### src/rtl/vga_pkg.sv
// ----------------------------------------------------------------------------
// vga_pkg
// Shared definitions for the VGA sync decoder slice.
// Contents:
//   DEF_TOTAL_COLS / DEF_TOTAL_ROWS   default frame geometry (800 x 525)
//   DEF_ACTIVE_COLS / DEF_ACTIVE_ROWS default active area (640 x 480)
//   DEF_LOCK_FRAMES                   default good frames needed for lock
//   CNT_W                             width of the row/column counters
//   sync_lock_e                       lock tracker states
// ----------------------------------------------------------------------------
package vga_pkg;

    localparam int DEF_TOTAL_COLS  = 800;
    localparam int DEF_TOTAL_ROWS  = 525;
    localparam int DEF_ACTIVE_COLS = 640;
    localparam int DEF_ACTIVE_ROWS = 480;
    localparam int DEF_LOCK_FRAMES = 2;
    localparam int CNT_W           = 10;

    // SEARCH: waiting for the first VSync rise to align on.
    // TRACK : aligned, counting consecutive clean frames.
    // LOCKED: enough clean frames seen; any timing error drops back to TRACK.
    typedef enum logic [1:0] {
        SEARCH = 2'd0,
        TRACK  = 2'd1,
        LOCKED = 2'd2
    } sync_lock_e;

endpackage

### src/rtl/vga_sync_decoder_if.sv
// ----------------------------------------------------------------------------
// vga_sync_decoder_if
// Bundles the sync inputs and the regenerated timing outputs of the decoder.
// Signals:
//   HSync, VSync        sync pair from the source (active-area high)
//   HSync_o, VSync_o    syncs delayed by one pixel clock
//   row, col            coordinates aligned to HSync_o / VSync_o
//   frame_start         one-cycle pulse at row 0, col 0 after a VSync rise
//   locked              timing verified against the expected geometry
// Modports:
//   master  the video source / consumer side (drives syncs, reads results)
//   slave   the decoder side (reads syncs, drives results)
// ----------------------------------------------------------------------------
interface vga_sync_decoder_if;
    import vga_pkg::*;

    logic             HSync;
    logic             VSync;
    logic             HSync_o;
    logic             VSync_o;
    logic [CNT_W-1:0] row;
    logic [CNT_W-1:0] col;
    logic             frame_start;
    logic             locked;

    modport master (
        output HSync,
        output VSync,
        input  HSync_o,
        input  VSync_o,
        input  row,
        input  col,
        input  frame_start,
        input  locked
    );

    modport slave (
        input  HSync,
        input  VSync,
        output HSync_o,
        output VSync_o,
        output row,
        output col,
        output frame_start,
        output locked
    );

endinterface

### src/rtl/vga_sync_decoder_rise_det.sv
// ----------------------------------------------------------------------------
// rise_det
// One-cycle registered delay of a synchronous input plus a rising-edge flag
// formed from the live input against its delayed copy.
// Ports:
//   clk    pixel clock
//   rst_n  asynchronous active-low reset
//   d      input level
//   q      d delayed by one clock (0 in reset)
//   rise   high for the cycle in which d is 1 and q is still 0
// ----------------------------------------------------------------------------
module rise_det (
    input  logic clk,
    input  logic rst_n,
    input  logic d,
    output logic q,
    output logic rise
);

    // Delayed copy of the input; also serves as the decoder's sync output.
    always_ff @(posedge clk or negedge rst_n) begin
        if (!rst_n) begin
            q <= 1'b0;
        end else begin
            q <= d;
        end
    end

    // Combinational so the counters can react in the same cycle as the edge.
    assign rise = d & ~q;

endmodule

### src/rtl/vga_sync_decoder.sv
// ----------------------------------------------------------------------------
// vga_sync_decoder
// Receive-side VGA timing recovery. Regenerates row/column coordinates from
// an incoming HSync/VSync pair, aligned to a one-cycle-delayed copy of the
// syncs, and checks the incoming timing against the expected frame geometry
// to report lock.
//
// Parameters:
//   TOTAL_COLS   pixel clocks per line
//   TOTAL_ROWS   lines per frame
//   ACTIVE_COLS  cycles per line with HSync high
//   ACTIVE_ROWS  lines per frame with VSync high
//   LOCK_FRAMES  consecutive good frames needed for lock (1..3)
// Ports:
//   clk      pixel clock
//   rst_n    asynchronous active-low reset
//   vid      vga_sync_decoder_if.slave (syncs in, coordinates/status out)
//   err_cnt  saturating count of timing error cycles
//            (only when SYNC_ERR_CNT_EN is defined)
// Build option:
//   SYNC_ERR_CNT_EN  adds the err_cnt port and its counter
// ----------------------------------------------------------------------------
module vga_sync_decoder
    import vga_pkg::*;
#(
    parameter int TOTAL_COLS  = DEF_TOTAL_COLS,
    parameter int TOTAL_ROWS  = DEF_TOTAL_ROWS,
    parameter int ACTIVE_COLS = DEF_ACTIVE_COLS,
    parameter int ACTIVE_ROWS = DEF_ACTIVE_ROWS,
    parameter int LOCK_FRAMES = DEF_LOCK_FRAMES
) (
    input  logic                clk,
    input  logic                rst_n,
    vga_sync_decoder_if.slave   vid
`ifdef SYNC_ERR_CNT_EN
    ,
    output logic [15:0]         err_cnt
`endif
);

    localparam logic [CNT_W-1:0] COL_LAST  = CNT_W'(TOTAL_COLS - 1);
    localparam logic [CNT_W-1:0] ROW_LAST  = CNT_W'(TOTAL_ROWS - 1);
    localparam logic [2:0]       LOCK_GOAL = 3'(LOCK_FRAMES);

    // Reject geometries the counters or the lock counter cannot represent.
    generate
        if (ACTIVE_COLS >= TOTAL_COLS || ACTIVE_ROWS >= TOTAL_ROWS ||
            TOTAL_COLS > (2 ** CNT_W) || TOTAL_ROWS > (2 ** CNT_W) ||
            LOCK_FRAMES < 1 || LOCK_FRAMES > 3) begin : g_bad_cfg
            $error("vga_sync_decoder: unsupported timing parameters");
        end
    endgenerate

    logic             hs_rise;
    logic             vs_rise;
    logic             hs_q;
    logic             vs_q;
    logic [CNT_W-1:0] row_q;
    logic [CNT_W-1:0] col_q;
    logic             frame_start_q;
    logic             locked_q;
    logic             at_line_end;
    logic             at_frame_end;
    logic             err;
    sync_lock_e       state;
    sync_lock_e       state_nx;
    logic [1:0]       good;
    logic [1:0]       good_nx;
    logic [2:0]       good_inc;

    rise_det u_hs_det (
        .clk   (clk),
        .rst_n (rst_n),
        .d     (vid.HSync),
        .q     (hs_q),
        .rise  (hs_rise)
    );

    rise_det u_vs_det (
        .clk   (clk),
        .rst_n (rst_n),
        .d     (vid.VSync),
        .q     (vs_q),
        .rise  (vs_rise)
    );

    assign vid.HSync_o     = hs_q;
    assign vid.VSync_o     = vs_q;
    assign vid.row         = row_q;
    assign vid.col         = col_q;
    assign vid.frame_start = frame_start_q;
    assign vid.locked      = locked_q;

    assign at_line_end  = (col_q == COL_LAST);
    assign at_frame_end = at_line_end && (row_q == ROW_LAST);

    // The counters trail the source by one clock, so a well-formed HSync or
    // VSync rise arrives while they still sit on the last column / last pixel.
    // A VSync rise takes precedence: the HSync rise that accompanies every
    // frame start is not checked separately.
    always_comb begin
        err = 1'b0;
        if (state != SEARCH) begin
            if (vs_rise) begin
                err = !at_frame_end;
            end else if (hs_rise) begin
                err = !at_line_end;
            end
        end
    end

    // Coordinate counters: free-run from reset and are realigned by every
    // VSync rise regardless of lock state.
    always_ff @(posedge clk or negedge rst_n) begin
        if (!rst_n) begin
            row_q         <= '0;
            col_q         <= '0;
            frame_start_q <= 1'b0;
        end else begin
            frame_start_q <= vs_rise;
            if (vs_rise) begin
                row_q <= '0;
                col_q <= '0;
            end else if (at_line_end) begin
                col_q <= '0;
                row_q <= (row_q == ROW_LAST) ? '0 : row_q + 1'b1;
            end else begin
                col_q <= col_q + 1'b1;
            end
        end
    end

    // Lock tracker state register. locked follows the next state so that it
    // reflects a transition one clock after the deciding sync edge.
    always_ff @(posedge clk or negedge rst_n) begin
        if (!rst_n) begin
            state    <= SEARCH;
            good     <= 2'd0;
            locked_q <= 1'b0;
        end else begin
            state    <= state_nx;
            good     <= good_nx;
            locked_q <= (state_nx == LOCKED);
        end
    end

    assign good_inc = {1'b0, good} + 3'd1;

    // Lock tracker next-state: errors reset the good-frame run, a clean
    // VSync rise extends it, and reaching the goal grants lock.
    always_comb begin
        state_nx = state;
        good_nx  = good;
        case (state)
            SEARCH: begin
                if (vs_rise) begin
                    state_nx = TRACK;
                    good_nx  = 2'd0;
                end
            end
            TRACK: begin
                if (err) begin
                    good_nx = 2'd0;
                end else if (vs_rise) begin
                    good_nx = good + 2'd1;
                    if (good_inc == LOCK_GOAL) begin
                        state_nx = LOCKED;
                    end
                end
            end
            LOCKED: begin
                if (err) begin
                    state_nx = TRACK;
                    good_nx  = 2'd0;
                end
            end
            default: begin
                state_nx = SEARCH;
                good_nx  = 2'd0;
            end
        endcase
    end

`ifdef SYNC_ERR_CNT_EN
    // Saturating error tally; only reset clears it.
    always_ff @(posedge clk or negedge rst_n) begin
        if (!rst_n) begin
            err_cnt <= 16'd0;
        end else if (err && (err_cnt != 16'hFFFF)) begin
            err_cnt <= err_cnt + 16'd1;
        end
    end
`endif

endmodule

### src/flat_wrapper.sv
// flat-port wrapper written by rule: the top's interface ports become plain ports
module vga_sync_decoder_flat import vga_pkg::*;
#(
    parameter int TOTAL_COLS  = DEF_TOTAL_COLS,
    parameter int TOTAL_ROWS  = DEF_TOTAL_ROWS,
    parameter int ACTIVE_COLS = DEF_ACTIVE_COLS,
    parameter int ACTIVE_ROWS = DEF_ACTIVE_ROWS,
    parameter int LOCK_FRAMES = DEF_LOCK_FRAMES
)
  (clk, rst_n, vid_HSync, vid_VSync, vid_HSync_o, vid_VSync_o, vid_row, vid_col, vid_frame_start, vid_locked);
  vga_sync_decoder_if vid_i ();
  input  logic clk;
  input  logic rst_n;
  input wire logic [$bits(vid_i.HSync)-1:0] vid_HSync;
  input wire logic [$bits(vid_i.VSync)-1:0] vid_VSync;
  output wire logic [$bits(vid_i.HSync_o)-1:0] vid_HSync_o;
  output wire logic [$bits(vid_i.VSync_o)-1:0] vid_VSync_o;
  output wire logic [$bits(vid_i.row)-1:0] vid_row;
  output wire logic [$bits(vid_i.col)-1:0] vid_col;
  output wire logic [$bits(vid_i.frame_start)-1:0] vid_frame_start;
  output wire logic [$bits(vid_i.locked)-1:0] vid_locked;
  assign vid_i.HSync = vid_HSync;
  assign vid_i.VSync = vid_VSync;
  assign vid_HSync_o = vid_i.HSync_o;
  assign vid_VSync_o = vid_i.VSync_o;
  assign vid_row = vid_i.row;
  assign vid_col = vid_i.col;
  assign vid_frame_start = vid_i.frame_start;
  assign vid_locked = vid_i.locked;
  vga_sync_decoder #(.TOTAL_COLS(TOTAL_COLS), .TOTAL_ROWS(TOTAL_ROWS), .ACTIVE_COLS(ACTIVE_COLS), .ACTIVE_ROWS(ACTIVE_ROWS), .LOCK_FRAMES(LOCK_FRAMES)) u_core (.clk(clk), .rst_n(rst_n), .vid(vid_i));
endmodule
### config.mk
export PLATFORM = sky130hd
export DESIGN_NAME = vga_sync_decoder_flat
export DESIGN_NICKNAME = d
export VERILOG_FILES = /design/src/rtl/vga_pkg.sv /design/src/rtl/vga_sync_decoder_if.sv /design/src/rtl/vga_sync_decoder_rise_det.sv /design/src/rtl/vga_sync_decoder.sv /design/src/flat_wrapper.sv
export SDC_FILE = /design/constraint.sdc
export NUM_CORES = 1
export LEC_CHECK = 0
export ABC_CLOCK_PERIOD_IN_PS = 5950
export BUFFER_PORTS_ARGS = -buffer_cell sky130_fd_sc_hd__buf_4
export CAP_MARGIN = 20
export CORE_MARGIN = 3
export CORE_UTILIZATION = 30
export DETAILED_ROUTE_END_ITERATION = 12
export PLACE_DENSITY = 0.45
export SLEW_MARGIN = 40
export SYNTH_ARGS = -nofsm -noshare
export SYNTH_HDL_FRONTEND = slang
export SYNTH_SLANG_ARGS = --single-unit
### constraint.sdc
create_clock -name clk -period 5.95 [get_ports clk]
set_input_delay 1.4875 -clock clk [delete_from_list [all_inputs] [get_ports clk]]
set_output_delay 1.4875 -clock clk [all_outputs]
set_load 0.005 [all_outputs]
# After elaboration in Yosys (flattened, before gate mapping)

Index checks and enable logic that the tools add are counted.

Flip-flop bits (word level): 28
Bits of input ports: 4
Logic and storage cells: 51

$add $sub $neg: 4
Eq/ne operators: 9
Mux-type cells: 19
Bitwise operators: 4
Reductions and logical operators: 7

Operators with widths:

| operator              | number |
|---|---|
| $mux 10               | 5 |
| $add 10x1->10 const B | 2 |
| $eq 10x10->1 const B  | 2 |
| $mux 2                | 9 |
| $pmux 2 s3            | 2 |
| $eq 2x2->1 const B    | 2 |
| $ne 2x1->1 const B    | 2 |
| $reduce_bool 2->1     | 2 |
| $add 2x1->3 const B   | 1 |
| $eq 3x2->1 const B    | 1 |
| $mux 1                | 3 |
| $ne 3x1->1 const B    | 1 |
| $reduce_and 3->1      | 1 |
| $add 2x1->2 const B   | 1 |
| $and 1x1->1           | 2 |
| $eq 2x1->1 const B    | 1 |
| $logic_not 1->1       | 2 |
| $logic_not 2->1       | 1 |
| $not 1->1             | 2 |
| $logic_and 1x1->1     | 1 |

# Longest topological paths before layout

Depth after elaboration: 8
Gate-level depth with buffers: 6

# By module

A second synthesis with hierarchy kept.

Cells, all modules: 141
Area total of the unflattened synthesis: 1447.6 µm²

Modules (own cells, without submodules):

| module           | times used | cells an instance | area each (µm²) | seq. area each (µm²) |
|---|---|---|---|---|
| vga_sync_decoder | 1          | 137               | 1370.1          | 650.6 |
| rise_det         | 2          | 2                 | 38.8            | 25.0 |

# Worst setup path after synthesis

Ideal clock, no wire load.

Kind: input to register
Start point: in vid_VSync
End point: reg u_core.row_q[9] (netlist: u_core.vid.row[9])
Arrival time: 2606 ps
Data required time: 5867 ps
Setup slack: 3262 ps
Stages: 5
Path buffers: 1
Cells stage by stage: nand2b_1 > clkbuf_1 > clkinv_1 > or4_1 > o21ai_0

Cells in the longest elaborated chain, start to end: 2

RTL lines:

| element                                      | line                            | RTL |
|---|---|---|
| from (decl)                                  | flat_wrapper.sv:15              | `input wire logic [$bits(vid_i.VSync)-1:0] vid_VSync;` |
| $and 1x1->1 *                                | vga_sync_decoder_rise_det.sv:30 | `assign rise = d & ~q;` |
| named net u_core.u_vs_det.rise               | vga_sync_decoder_rise_det.sv:17 | `output logic rise` |
| $mux 10 or $reduce_bool 2->1 (tied branches) | n/a                             |  |
| to (signal assigned)                         | vga_sync_decoder.sv:126         | `row_q <= (row_q == ROW_LAST) ? '0 : row_q + 1'b1;` |
| to (decl)                                    | vga_sync_decoder.sv:58          | `logic [CNT_W-1:0] row_q;` |

Mark *: on every way through the listed nets, which the timed path passes. The rest lies on a longest branch.
A chain may end at the register's enable or synchronous reset.

# Worst setup path in the final report

Start point: in vid_VSync
End point: reg u_core.good[1]

Cells in the longest elaborated chain, start to end: 5

RTL lines:

| element                                                         | line                            | RTL |
|---|---|---|
| $and 1x1->1 *                                                   | vga_sync_decoder_rise_det.sv:30 |  |
| named net u_core.u_vs_det.rise                                  | vga_sync_decoder_rise_det.sv:17 |  |
| $mux 1                                                          | vga_sync_decoder.sv:104         | `if (vs_rise) begin` |
| $mux 1                                                          | vga_sync_decoder.sv:103         | `if (state != SEARCH) begin` |
| $ne 3x1->1 (no source line) (tied with other cells)             | n/a                             |  |
| $reduce_and 3->1 (no source line) or $pmux 2 s3 (tied branches) | n/a                             |  |
| to (signal assigned)                                            | vga_sync_decoder.sv:142         | `good <= good_nx;` |
| to (decl)                                                       | vga_sync_decoder.sv:67          | `logic [1:0] good;` |

Marks and branches as above.

==> results by stage <==
Setup path:
- The critical path launch point type is a primary input.
- STA classifies the critical path endpoint as a register.
- The data arrival time of the critical path is 2880 ps.
- At the worst endpoint, the required time is 6150 ps.
- The worst setup path is of the primary input to register kind.
- The maximum net fanout on the critical path is 10.

Pwr:
- In this run the static leakage power is 0.000758 µW.
- Power spread over the standard cell area amounts to 233 nW/µm².
- Across the VDD grid, the largest voltage drop is 0.000130 V.

Clock network:
- The number of buffers inserted for hold repair after clock tree synthesis is 0.
- The post-CTS setup-driven buffer insertion count is 0.
- The TritonCTS clock tree is yes.
- The root buffer selected by CTS is sky130_fd_sc_hd__clkbuf_8.
- The longest clock path from root to sink contains 2 buffers.
- Buffers inserted during clock tree synthesis total 3.
- Clock-pin slew was measured on the worst setup and hold paths at 100 ps.
- The number of cells upsized or downsized after cts is 0.
- The clock sink count is 28.
- The number of H-tree levels is 1.
- The clock latency on the worst-skew pair is 280 ps.

Global route:
- Entering global routing, the biggest net connects 29 pins.
- Across every metal layer, demand over resource in global routing totals 13.3%.
- Summed over all layers, the global routing overflow is 0.
- The first global-routing pass estimated 5.82 mm of wire.
- The number of global-route vias before repair is 1201.
- The number of antenna violations at the first check in global routing is 0.

Yosys:
- After synthesis the cells add up to 1460 µm².
- The number of warnings reported in the yosys synthesis log is 0.
- The netlist uses 39 different library cells.
- After synthesis the netlist holds a flip-flop and latch count of 28.
- The count of mapped cells out of synthesis is 147.
- Of all cell types, the one taking the most synthesized area is sky130_fd_sc_hd__dfrtp_1.
- In this run the biggest area consumer among cell types represents 48.0% of the synthesized area.
- Averaged over all synthesized cells, the footprint is 9.92 µm².
- When the netlist entered floorplanning its net count stood at 155.
- Ranked by total cell area, the synthesized netlist is headed by sky130_fd_sc_hd__dfrtp_1 48%, sky130_fd_sc_hd__o31ai_1 4.1%, sky130_fd_sc_hd__a21oi_1 3.4%.
- Sequential cells were found to cover 48.0% of the synthesized design area.

Route:
- The residual antenna-violating net count after detailed routing is 0.
- The detailed router's first-iteration violation count is 32.
- After detailed routing, the total wire length is 3.56 mm.
- The final routed wire length divided by cell count is 14.8 µm.
- For this run, design rule violations remaining after detail routing come to 0.
- The first detailed-routing pass ran for 4 iterations.
- In the routed layout, each cell is associated on average with a via count of 5.12.
- Detailed routing inserted a total of 1229 vias.

Floorplan:
- The die extent in x is 75.7 µm.
- The initial utilization of the core area, before any placement, comes to 32.2%.
- The total die area is 5740 µm².
- The core region is 4530 µm².
- The die height is 75.7 µm.
- Row generation in the floorplan step produced 24 rows.
- The number of top-level pins is 28.

Finish:
- The layout cell share with drive strength beyond 1 is 20.6%.
- Compared with the post-synthesis result, the final layout area differs by 23.6%.
- Leaving out fill and tap cells, the most frequent cell in the layout is sky130_fd_sc_hd__dfrtp_1.
- The layout filler cell count is 461.
- The number of antenna cells inserted is 0.
- In the final design database the tool counted 184 nets.
- Summing all flip-flop and latch instances after layout gives 701 µm².
- Summing all multi-input logic gate instances after layout gives 717 µm².
- In the layout the commonest cells are 28 x sky130_fd_sc_hd__dfrtp_1, 27 x sky130_fd_sc_hd__buf_4, 12 x sky130_fd_sc_hd__nor2_1, 10 x sky130_fd_sc_hd__nand2_1, 10 x sky130_fd_sc_hd__a21oi_1.
- The utilization after layout is 39.8%.

STA:
- The headroom to the max-slew limit is 47.2%.
- The transition time at the pin with the least slew margin is 785 ps.
- Clock skew on the completed layout was measured at 6.94 ps.
- Setup violations remaining at the end of the flow were counted as 0.
- For the final routed database, the setup TNS stands at 0 ps.
- The total count of max-transition violations in the final report was 0.
- Setup repair after global routing left no endpoint under its margin.
- The minimum period implied by the final worst setup slack is 2680 ps.
- Derived from the worst setup path, the maximum achievable clock frequency is 374 MHz.
- The total count of hold-check failures in the final report is 0.
- The worst path uses 45.0% of the clock period.

Placed design:
- The half-perimeter wire length of the detailed placement result is 2.53 mm.
- The number of I/O port buffers is 27.
- The final RePlAce weighted congestion is 0.769.

Run:
- The number of violations of the max-capacitance limit is 0.

Hold path:
- The worst min-delay path class is register to register.

Status:
- The flow ran to the end, and the final reports show no timing, DRC or antenna violations.
==> metal layers <==
metal  routed length [µm]  GRT usage [%]  up-vias
met5                    0              0        -
met2                 1690           21.5       21
met3                  134           2.90        2
met4                   25           3.50        0
met1                 1710           17.9      596
li1                     -              -      610
==> power by group <==
group | internal, µW | switching (µW)
Clock | 90.2 | 63.9
Sequential | 201 | 15.8
Combinational | 25.6 | 23.9
==> synthesized netlist by cell type <==
library cell and instances:
sky130_fd_sc_hd__a21oi_1 10, sky130_fd_sc_hd__or4bb_1 1, sky130_fd_sc_hd__o31ai_1 8, sky130_fd_sc_hd__and4_1 2, sky130_fd_sc_hd__a41oi_1 1, sky130_fd_sc_hd__a31oi_1 1
sky130_fd_sc_hd__buf_4 1, sky130_fd_sc_hd__o211ai_1 3, sky130_fd_sc_hd__and3_1 1, sky130_fd_sc_hd__a32oi_1 1, sky130_fd_sc_hd__nand2b_1 2, sky130_fd_sc_hd__ha_1 4
sky130_fd_sc_hd__clkinv_1 1, sky130_fd_sc_hd__xor2_1 3, sky130_fd_sc_hd__o21ai_2 1, sky130_fd_sc_hd__nor2_1 12, sky130_fd_sc_hd__or4_4 1, sky130_fd_sc_hd__or4_1 6
sky130_fd_sc_hd__buf_2 1, sky130_fd_sc_hd__nor3_1 3, sky130_fd_sc_hd__nand3_1 8, sky130_fd_sc_hd__inv_1 7, sky130_fd_sc_hd__and2_1 1, sky130_fd_sc_hd__or3_1 3
sky130_fd_sc_hd__and3b_1 1, sky130_fd_sc_hd__nor2b_1 2, sky130_fd_sc_hd__or4b_1 1, sky130_fd_sc_hd__mux2_2 1, sky130_fd_sc_hd__o31a_1 1, sky130_fd_sc_hd__o21ai_0 3
sky130_fd_sc_hd__dfrtp_1 28, sky130_fd_sc_hd__o221ai_1 1, sky130_fd_sc_hd__xnor2_1 5, sky130_fd_sc_hd__nor4_1 2, sky130_fd_sc_hd__nand4_1 7, sky130_fd_sc_hd__nand2_1 10
sky130_fd_sc_hd__clkbuf_1 1, sky130_fd_sc_hd__nand3b_1 1, sky130_fd_sc_hd__nor4_4 1
==> registers in the layout, indices dropped and copies added (netlist names) <==
signal                  count
u_core.good                 2
u_core.state                2
u_core.u_hs_det.q           1
u_core.u_vs_det.q           1
u_core.vid.col             10
u_core.vid.frame_start      1
u_core.vid.locked           1
u_core.vid.row             10
==> kinds of logic (layout without fill, tap and decap cells) <==
family	count (synthesis)	after routing	share of synthesized area (%)
AND/OR/NAND/NOR	65	65	26.2
AO/OA/AOI/OAI	30	30	13.6
flip-flops	28	28	48.0
buffers and inverters	11	39	3.17
XOR/XNOR	8	8	4.80
adder cells (fa/ha/maj)	4	4	3.43
multiplexers	1	1	0.772
==> critical path, stage by stage <==
cell and delay [ps]:
sky130_fd_sc_hd__buf_4 120, sky130_fd_sc_hd__nand2b_1 260, sky130_fd_sc_hd__clkinv_1 350, sky130_fd_sc_hd__o31ai_1 320
sky130_fd_sc_hd__o211ai_1 140, sky130_fd_sc_hd__o211ai_1 200
==> path summary, 6_finish.rpt <==
path                                    from                 to  slack [ps]  depth (start not counted)
max                                vid_VSync     u_core.good[1]        3270                          6
min                           u_core.good[0]     u_core.good[0]         510                          1
max reg2reg                u_core.vid.col[0]    u_core.state[0]        3610                          5
min reg2reg                   u_core.good[0]     u_core.good[0]         510                          1
max in group asynchronous              rst_n  u_core.vid.row[3]        4550                          1
min in group asynchronous              rst_n    u_core.state[1]        1110                          1
==> stage by stage <==
step                hold WS (ps)  setup slack [ps]  power, µW  cells  area [µm²]
floorplan                    457              3260        241    147        1460
global placement             476              3100        271    236        1730
detailed placement           494              2980        270    236        1730
CTS                          506              3290        428    240        1800
global route                 521              3210        444    240        1800
finish                       506              3270        421    240        1800
==> final cells by class <==
class	instances	share of cell area (%)
multi-input combinational	108	39.8
sequential	28	38.9
timing repair buffer	27	11.2
tap	65	4.51
clock buffer	3	2.29
clock inverter	1	1.67
inverter	8	1.67
Note: power is estimated with default switching activity, not from simulation.
